===== src/rtl/ws_multi_lane_pe.sv =====
// Weight-stationary multi-lane PE: double-buffered weights, registered inputs,
// and an exact lane dot-product plus upstream psum, converted by saturation or wrap.
module ws_multi_lane_pe #(
  parameter int LANES            = 4,
  parameter int INPUT_WIDTH      = 16,
  parameter int INPUT_INT_WIDTH  = 8,
  parameter int WEIGHT_WIDTH     = 8,
  parameter int WEIGHT_INT_WIDTH = 2,
  parameter int PSUM_WIDTH       = INPUT_WIDTH + WEIGHT_WIDTH,
  parameter int SAT_EN           = 1
) (
  input  logic                            clk,
  input  logic                            rst_n,
  input  logic                            iclr,
  input  logic                            wclr,
  input  logic                            iload_i_valid,
  input  logic                            wload_i_valid,
  input  logic                            wswap_i,
  input  logic [LANES*INPUT_WIDTH-1:0]    if_i_data,
  input  logic [LANES*WEIGHT_WIDTH-1:0]   weight_i_data,
  input  logic [PSUM_WIDTH-1:0]           psum_i_data,
  output logic                            iload_o_valid,
  output logic [LANES*INPUT_WIDTH-1:0]    if_o_data,
  output logic [LANES*WEIGHT_WIDTH-1:0]   weight_o_data,
  output logic [PSUM_WIDTH-1:0]           psum_o_data,
  output logic                            psum_o_valid,
  output logic                            ovf_o
);

  localparam int PROD_W    = INPUT_WIDTH + WEIGHT_WIDTH;
  localparam int SUM_W     = PSUM_WIDTH + $clog2(LANES + 1);
  localparam int TOP_W     = SUM_W - PSUM_WIDTH + 1;
  localparam int PSUM_INT  = INPUT_INT_WIDTH + WEIGHT_INT_WIDTH;
  localparam int PROD_FRAC = (INPUT_WIDTH - INPUT_INT_WIDTH) + (WEIGHT_WIDTH - WEIGHT_INT_WIDTH);

  // Products are added without realignment, so the psum binary point must match theirs.
  if ((PSUM_WIDTH - PSUM_INT) != PROD_FRAC || PSUM_WIDTH < PROD_W) begin : g_bad_format
    $error("ws_multi_lane_pe: psum format does not match the product format");
  end

  logic [LANES*INPUT_WIDTH-1:0]  if_reg;
  logic [LANES*WEIGHT_WIDTH-1:0] shadow_bank;
  logic [LANES*WEIGHT_WIDTH-1:0] active_bank;

  logic signed [PROD_W-1:0] prod [LANES];
  logic signed [SUM_W-1:0]  sum_exact;
  logic [TOP_W-1:0]         top_bits;
  logic                     out_of_range;
  logic [PSUM_WIDTH-1:0]    sat_val;
  logic [PSUM_WIDTH-1:0]    psum_next;

  always_comb begin
    sum_exact = SUM_W'($signed(psum_i_data));
    for (int k = 0; k < LANES; k++) begin
      prod[k] = PROD_W'($signed(if_reg[k*INPUT_WIDTH +: INPUT_WIDTH])) *
                PROD_W'($signed(active_bank[k*WEIGHT_WIDTH +: WEIGHT_WIDTH]));
      sum_exact = sum_exact + SUM_W'(prod[k]);
    end
  end

  // In range exactly when every bit above the psum sign bit equals it.
  always_comb begin
    top_bits     = sum_exact[SUM_W-1:PSUM_WIDTH-1];
    out_of_range = !((&top_bits) || (~|top_bits));
    sat_val      = sum_exact[SUM_W-1] ? {1'b1, {(PSUM_WIDTH-1){1'b0}}}
                                      : {1'b0, {(PSUM_WIDTH-1){1'b1}}};
    psum_next    = ((SAT_EN != 0) && out_of_range) ? sat_val : sum_exact[PSUM_WIDTH-1:0];
  end

  always_ff @(posedge clk) begin
    if (!rst_n) begin
      if_reg        <= '0;
      iload_o_valid <= 1'b0;
      psum_o_valid  <= 1'b0;
      psum_o_data   <= '0;
      ovf_o         <= 1'b0;
    end else begin
      if (iclr) begin
        if_reg        <= '0;
        iload_o_valid <= 1'b0;
        psum_o_valid  <= 1'b0;
        ovf_o         <= 1'b0;
      end else begin
        if (iload_i_valid) if_reg <= if_i_data;
        iload_o_valid <= iload_i_valid;
        psum_o_valid  <= iload_o_valid;
        if (out_of_range) ovf_o <= 1'b1;
      end
      if (iclr || wclr) psum_o_data <= '0;
      else              psum_o_data <= psum_next;
    end
  end

  // Swap reads the pre-edge shadow, so load and swap together move the old shadow up.
  always_ff @(posedge clk) begin
    if (!rst_n || wclr) begin
      shadow_bank <= '0;
      active_bank <= '0;
    end else begin
      if (wload_i_valid) shadow_bank <= weight_i_data;
      if (wswap_i)       active_bank <= shadow_bank;
    end
  end

  assign if_o_data     = if_reg;
  assign weight_o_data = shadow_bank;

endmodule


===== config.mk =====
export PLATFORM = sky130hd
export DESIGN_NAME = ws_multi_lane_pe
export DESIGN_NICKNAME = d
export VERILOG_FILES = /design/src/rtl/ws_multi_lane_pe.sv
export SDC_FILE = /design/constraint.sdc
export NUM_CORES = 2
export LEC_CHECK = 0
export CAP_MARGIN = 15
export CORE_ASPECT_RATIO = 0.5
export CORE_UTILIZATION = 32
export CTS_BUF_LIST = sky130_fd_sc_hd__clkbuf_8 sky130_fd_sc_hd__clkbuf_16
export DETAILED_ROUTE_END_ITERATION = 8
export PLACE_DENSITY_LB_ADDON = 0.2
export SYNTH_ARGS = -nofsm -noshare
export SYNTH_HDL_FRONTEND = slang
export SYNTH_SLANG_ARGS = --single-unit

===== constraint.sdc =====
create_clock -name clk -period 9.7 [get_ports clk]
set_input_delay 2.91 -clock clk [delete_from_list [all_inputs] [get_ports clk]]
set_output_delay 2.91 -clock clk [all_outputs]
set_load 0.05 [all_outputs]

# After elaboration in Yosys (flattened, before gate mapping)
# Cells that the tools add are included.
# totals
regBits	155
out_inout_bits	123
# op_classes
add_sub_neg	4
multipliers	4
n_mux	2
n_bitwise	1
reduce_logical	9
# op_table
cell	n
$mul 16x8->24	4
$mux 24	2
$add 26x24->27	1
$add 27x24->27	1
$add 25x24->26	1
$add 24x24->25	1
$reduce_and 4->1	1
$reduce_or 2->1	2
$reduce_or 4->1	1
$logic_or 1x1->1	3
$logic_not 1->1	2
$not 1->1	1

# Longest topological paths before layout
# depth
depth_word	9
depth_mapped	30

# Worst setup path after synthesis
# OpenSTA, ideal clock, no wires.
# synth_path
path_type	in2reg
startpoint	input port psum_i_data[7]
endpoint	register psum_o_data[5]
setup_time_ns	0.058
t_arrival_ns	9.314
required_ns	9.642
setup_slack_ns	0.328
cell_stages	25
path_cell_list	fa_1 inv_1 fa_1 inv_1 fa_1 inv_1 fa_1 fa_1 inv_1 fa_1 inv_1 fa_1 fa_1 inv_1 ha_1 a21oi_1 o21a_2 a2111oi_4 or3_1 buf_6 a21oi_4 xor2_2 or3_1 a21oi_1 o21ba_1
# synth_via
elab_chain_len	8
# synth_rtl
item	line	source
start: declaration	21	input logic [PSUM_WIDTH-1:0] psum_i_data,
$add 24x24->25 *	57	sum_exact = sum_exact + SUM_W'(prod[k]);
$add 25x24->26 *	57	
$add 26x24->27 *	57	
$add 27x24->27 *	57	
$reduce_or 4->1	64	out_of_range = !((&top_bits) || (~|top_bits));
$logic_not 1->1	64	
$logic_or 1x1->1	64	
$mux 24 *	67	psum_next = ((SAT_EN != 0) && out_of_range) ? sat_val : sum_exact[PSUM_WIDTH-1:0];
end signal: assignment	90	else psum_o_data <= psum_next;
end: declaration	25	output logic [PSUM_WIDTH-1:0] psum_o_data,
# Mark *: on every way between the ends. The rest lies on a longest branch, timed or not.
# A chain may end at the register's enable or synchronous reset.

# Worst setup path in the final report
# layout_path
startpoint	input port psum_i_data[15]
endpoint	register psum_o_data[16]
# The elaborated chain is that of the path after synthesis.

==> summary.md <==
| Metric | Value |
|---|---|
| Critical path type | in -> reg |
| Library cells used by synthesis | 57 |
| R2r endpoint | psum_o_data[16] |
| Max Cap Viol | 0 |
| Clock Latency Late Sink | ~0.50 ns |
| Worst-case reg-to-reg path depth | 28 |
| Drc violations | 0 |
| Reg2Reg Setup Slack | about 1.5 ns |
| EDFF count, synth | 0 |
| Startpoint types | primary input |
| Largest family of logic cells by synthesized area | adder cells |
| CTS max path bufs | 2 |
| Worst path slowest cell | fa_1 |
| Cells after synthesis | 2545 |
| Total power | just under 2 mW |
| Yosys reg bits | about 160 |
| Synth area leaders | fa_1 48%, dfxtp_1 13%, inv_1 9.3% |
| Hold Path Cell Cnt | 2 |
| Syn nets | 3379 |
| Simple-Gate Fraction of Synth Area | 0.133 |
| Cell Count, Final, Fillers Out | about 3800 |
| Worst Hold Class | reg -> reg |
| Global route total overflow | 0 |
| Synth warnings | 0 |
| TritonCTS clock tree | built |
| Largest net degree at the start of global routing | slightly below 70 |
| CP required | 10.09 ns |
| R2R Path Start | active_bank[9] |
| Final Critical Period | roughly 9.5 ns |
| Crit-path max cell delay | 0.55 ns |
| Iter 0 DRT Violations | between 600 and 700 |
| Post-route cell area | just under 30000 um2 |
| Die width | a little under 400 um |
| Setup Skew | ~0.017 ns |
| CP most frequent cell | fa_1 |
| Worst vdd ir | ~0.0001 V |
| Routability cong. | approximately 0.85 |
| FFs w/ async S/R, synth | 0 |
| WL final | 65.4 mm |
| Global-route wire length before repair | approximately 100 mm |
| Die area | ~80000 um2 |
| DR pass1 iterations | 7 |
| Via count | approximately 17000 |
| Highest clock rate | roughly 0.10 GHz |
| Final count of hold timing violations | 0 |
| Post-synthesis mux area share | 0.0518 |
| Cells after DPL | 3768 |
| Leakage power | 14.3 nW |
| CTS root buf | clkbuf_16 |
| Initial antenna violation count | 3 |
| GRT Total Usage | 0.175 |
| Number of core rows | 71 |
| # port buffers | approximately 250 |
| Most used flip-flop cell after synthesis | dfxtp_1 |
| Core area | about 76000 um2 |
| Data arrival, critical path | between 9 and 10 ns |
| Slew Viols, Final | 0 |
| Routed vias/inst | 4.42 |
| TNS Setup | 0 ns |
| # nets final | around 3600 |
| Fraction of final layout cells sized beyond drive strength 1 | 0.0585 |
| Total CTS buffers | 17 |
| Initial core utilization | 0.326 |
| Syn_area_per_cell | around 9.7 um2 |
| Status | complete, no violations |
| Clk sink count | 155 |
| Area share of the largest cell type after synthesis | 0.482 |
| Min Hold Slack | approximately 0.43 ns |
| I/O pins | 250 |
| Pwr Density | 65.6 nW/um2 |
| Post-Syn Area | approximately 25000 um2 |
| Die height | just under 200 um |
| Clock transition at the registers of the reported paths | approximately 0.07 ns |
| Antenna viol nets, final | 0 |
| Xor and xnor area share after synthesis | 0.0127 |
| Critical path peak fanout | 6 |
| DR WL/cell | 17.2 um |
| Synth area leader | fa_1 |
| Post-synthesis adder-cell area fraction | 0.538 |
| Post-synthesis compound-gate area fraction | 0.0277 |
| Most frequent cell after synthesis | inv_1 |
| Hold-fix buffers, CTS | 0 |
| Least-Margin Pin Slew | 1.04 ns |
| Most frequent cells after synthesis | 610 x inv_1, 596 x fa_1, 274 x nand2_1 |
| Number of global-route vias before repair | 18063 |
| Area post-placement | 28600 um2 |
| Min-Delay Startpoint | iload_o_valid |
| Part of the Yosys area used for sequential elements | 0.125 |
| Dpl hpwl | between 50 and 60 mm |
| Slew HR | 0.307 |
| Period utilisation layout | 0.982 |
| Worst Setup End Kind | register |
| Htree depth | 4 |
| Finish-stage setup viols | 0 |
| Hold Path End | psum_o_valid |
| Synth-to-layout area growth | 19.3% |
-- sequential cells by signal (all words and copies together) (netlist names) --
signal / cells
iload_o_valid: 1
active_bank: 32
psum_o_data: 24
ovf_o: 1
psum_o_valid: 1
if_o_data: 64
weight_o_data: 32
-- metrics by stage --
step,util,worst slack (ns)
final,0.389,0.173
after global routing,0.389,-0.0414
after CTS,0.385,0.00786
after detailed placement,0.377,-0.518
after global placement,0.377,-0.430
after floorplan,-,0.328
-- layout by cell type, fill, tap and decap left out, types with 3 or more instances in the layout --
cell type,n
inv_1,611
fa_1,589
nand2_1,274
clkdlybuf4s50_1,245
and2_1,198
dfxtp_1,155
nor2_1,153
mux2i_1,128
ha_1,103
buf_4,71
nand2b_1,33
a21oi_1,27
xnor2_1,26
nor2b_1,18
clkbuf_16,17
o21ai_0,12
a21o_1,11
a21oi_2,10
fa_2,7
ha_4,7
xor2_1,5
o21a_1,4
o21ai_1,4
inv_6,4
nand4_1,3
a211o_1,3
clkbuf_8,3
clkinv_4,3
buf_6,3
-- logic make-up (layout without fill, tap and decap cells) --
group | count (synthesis) | in the layout
other | 0 | 1
and+or+nand+nor | 696 | 696
muxes | 128 | 128
buffers and inverters | 726 | 965
DFF | 155 | 155
AOI/OAI and AO/OA | 98 | 98
xor gates and xnor gates | 35 | 35
adders and majority gates | 707 | 707
-- worst max-delay path by stage --
stage / endpoint / cells past startpoint / startpoint
global placement: psum_o_data[1] / 26 / psum_i_data[7]
finish: psum_o_data[16] / 26 / psum_i_data[15]
global route: psum_o_data[16] / 26 / psum_i_data[6]
floorplan: psum_o_data[5] / 25 / psum_i_data[7]
detailed placement: psum_o_data[4] / 29 / psum_i_data[16]
CTS: psum_o_data[15] / 26 / psum_i_data[7]
-- cell type report --
cell class / count / area (um2)
antenna: 1 / 2.50
multi-input combinational: 1664 / 19200
tap: 1022 / 1280
fill: 7671 / 46400
sequential: 155 / 3100
timing repair buffer: 323 / 3060
clock inverter: 12 / 125
clock buffer: 20 / 467
inverter: 610 / 2290
-- worst max-delay path, delay by kind of cell --
family	cells	cell delay, ns
compound gates	5	0.87
xor+xnor	1	0.25
fa+ha+maj	9	4.33
buf+inv	8	0.91
simple gates	3	0.65
-- metal layers --
metal,track usage,part of all wire,up-vias
met4,0.0376,0.016,0
met1,0.238,0.45,8702
met3,0.0353,0.050,40
met5,0,0,-
li1,-,-,7811
met2,0.288,0.48,283
-- power breakdown --
part / internal, mW / switching, mW / leakage (nW) / total, mW
Sequential: 0.657 / 0.0473 / 1.26 / 0.704
Combinational: 0.234 / 0.287 / 12.8 / 0.521
Clock: 0.380 / 0.331 / 0.293 / 0.710
Total: 1.27 / 0.665 / 14.3 / 1.94
-- repair_timing --
item                       4_1_cts  5_1_grt
buffers inserted                 0        6
gates resized for setup          0       50
setup endpoints to repair        0       24
(Power assumes the default switching activity.)
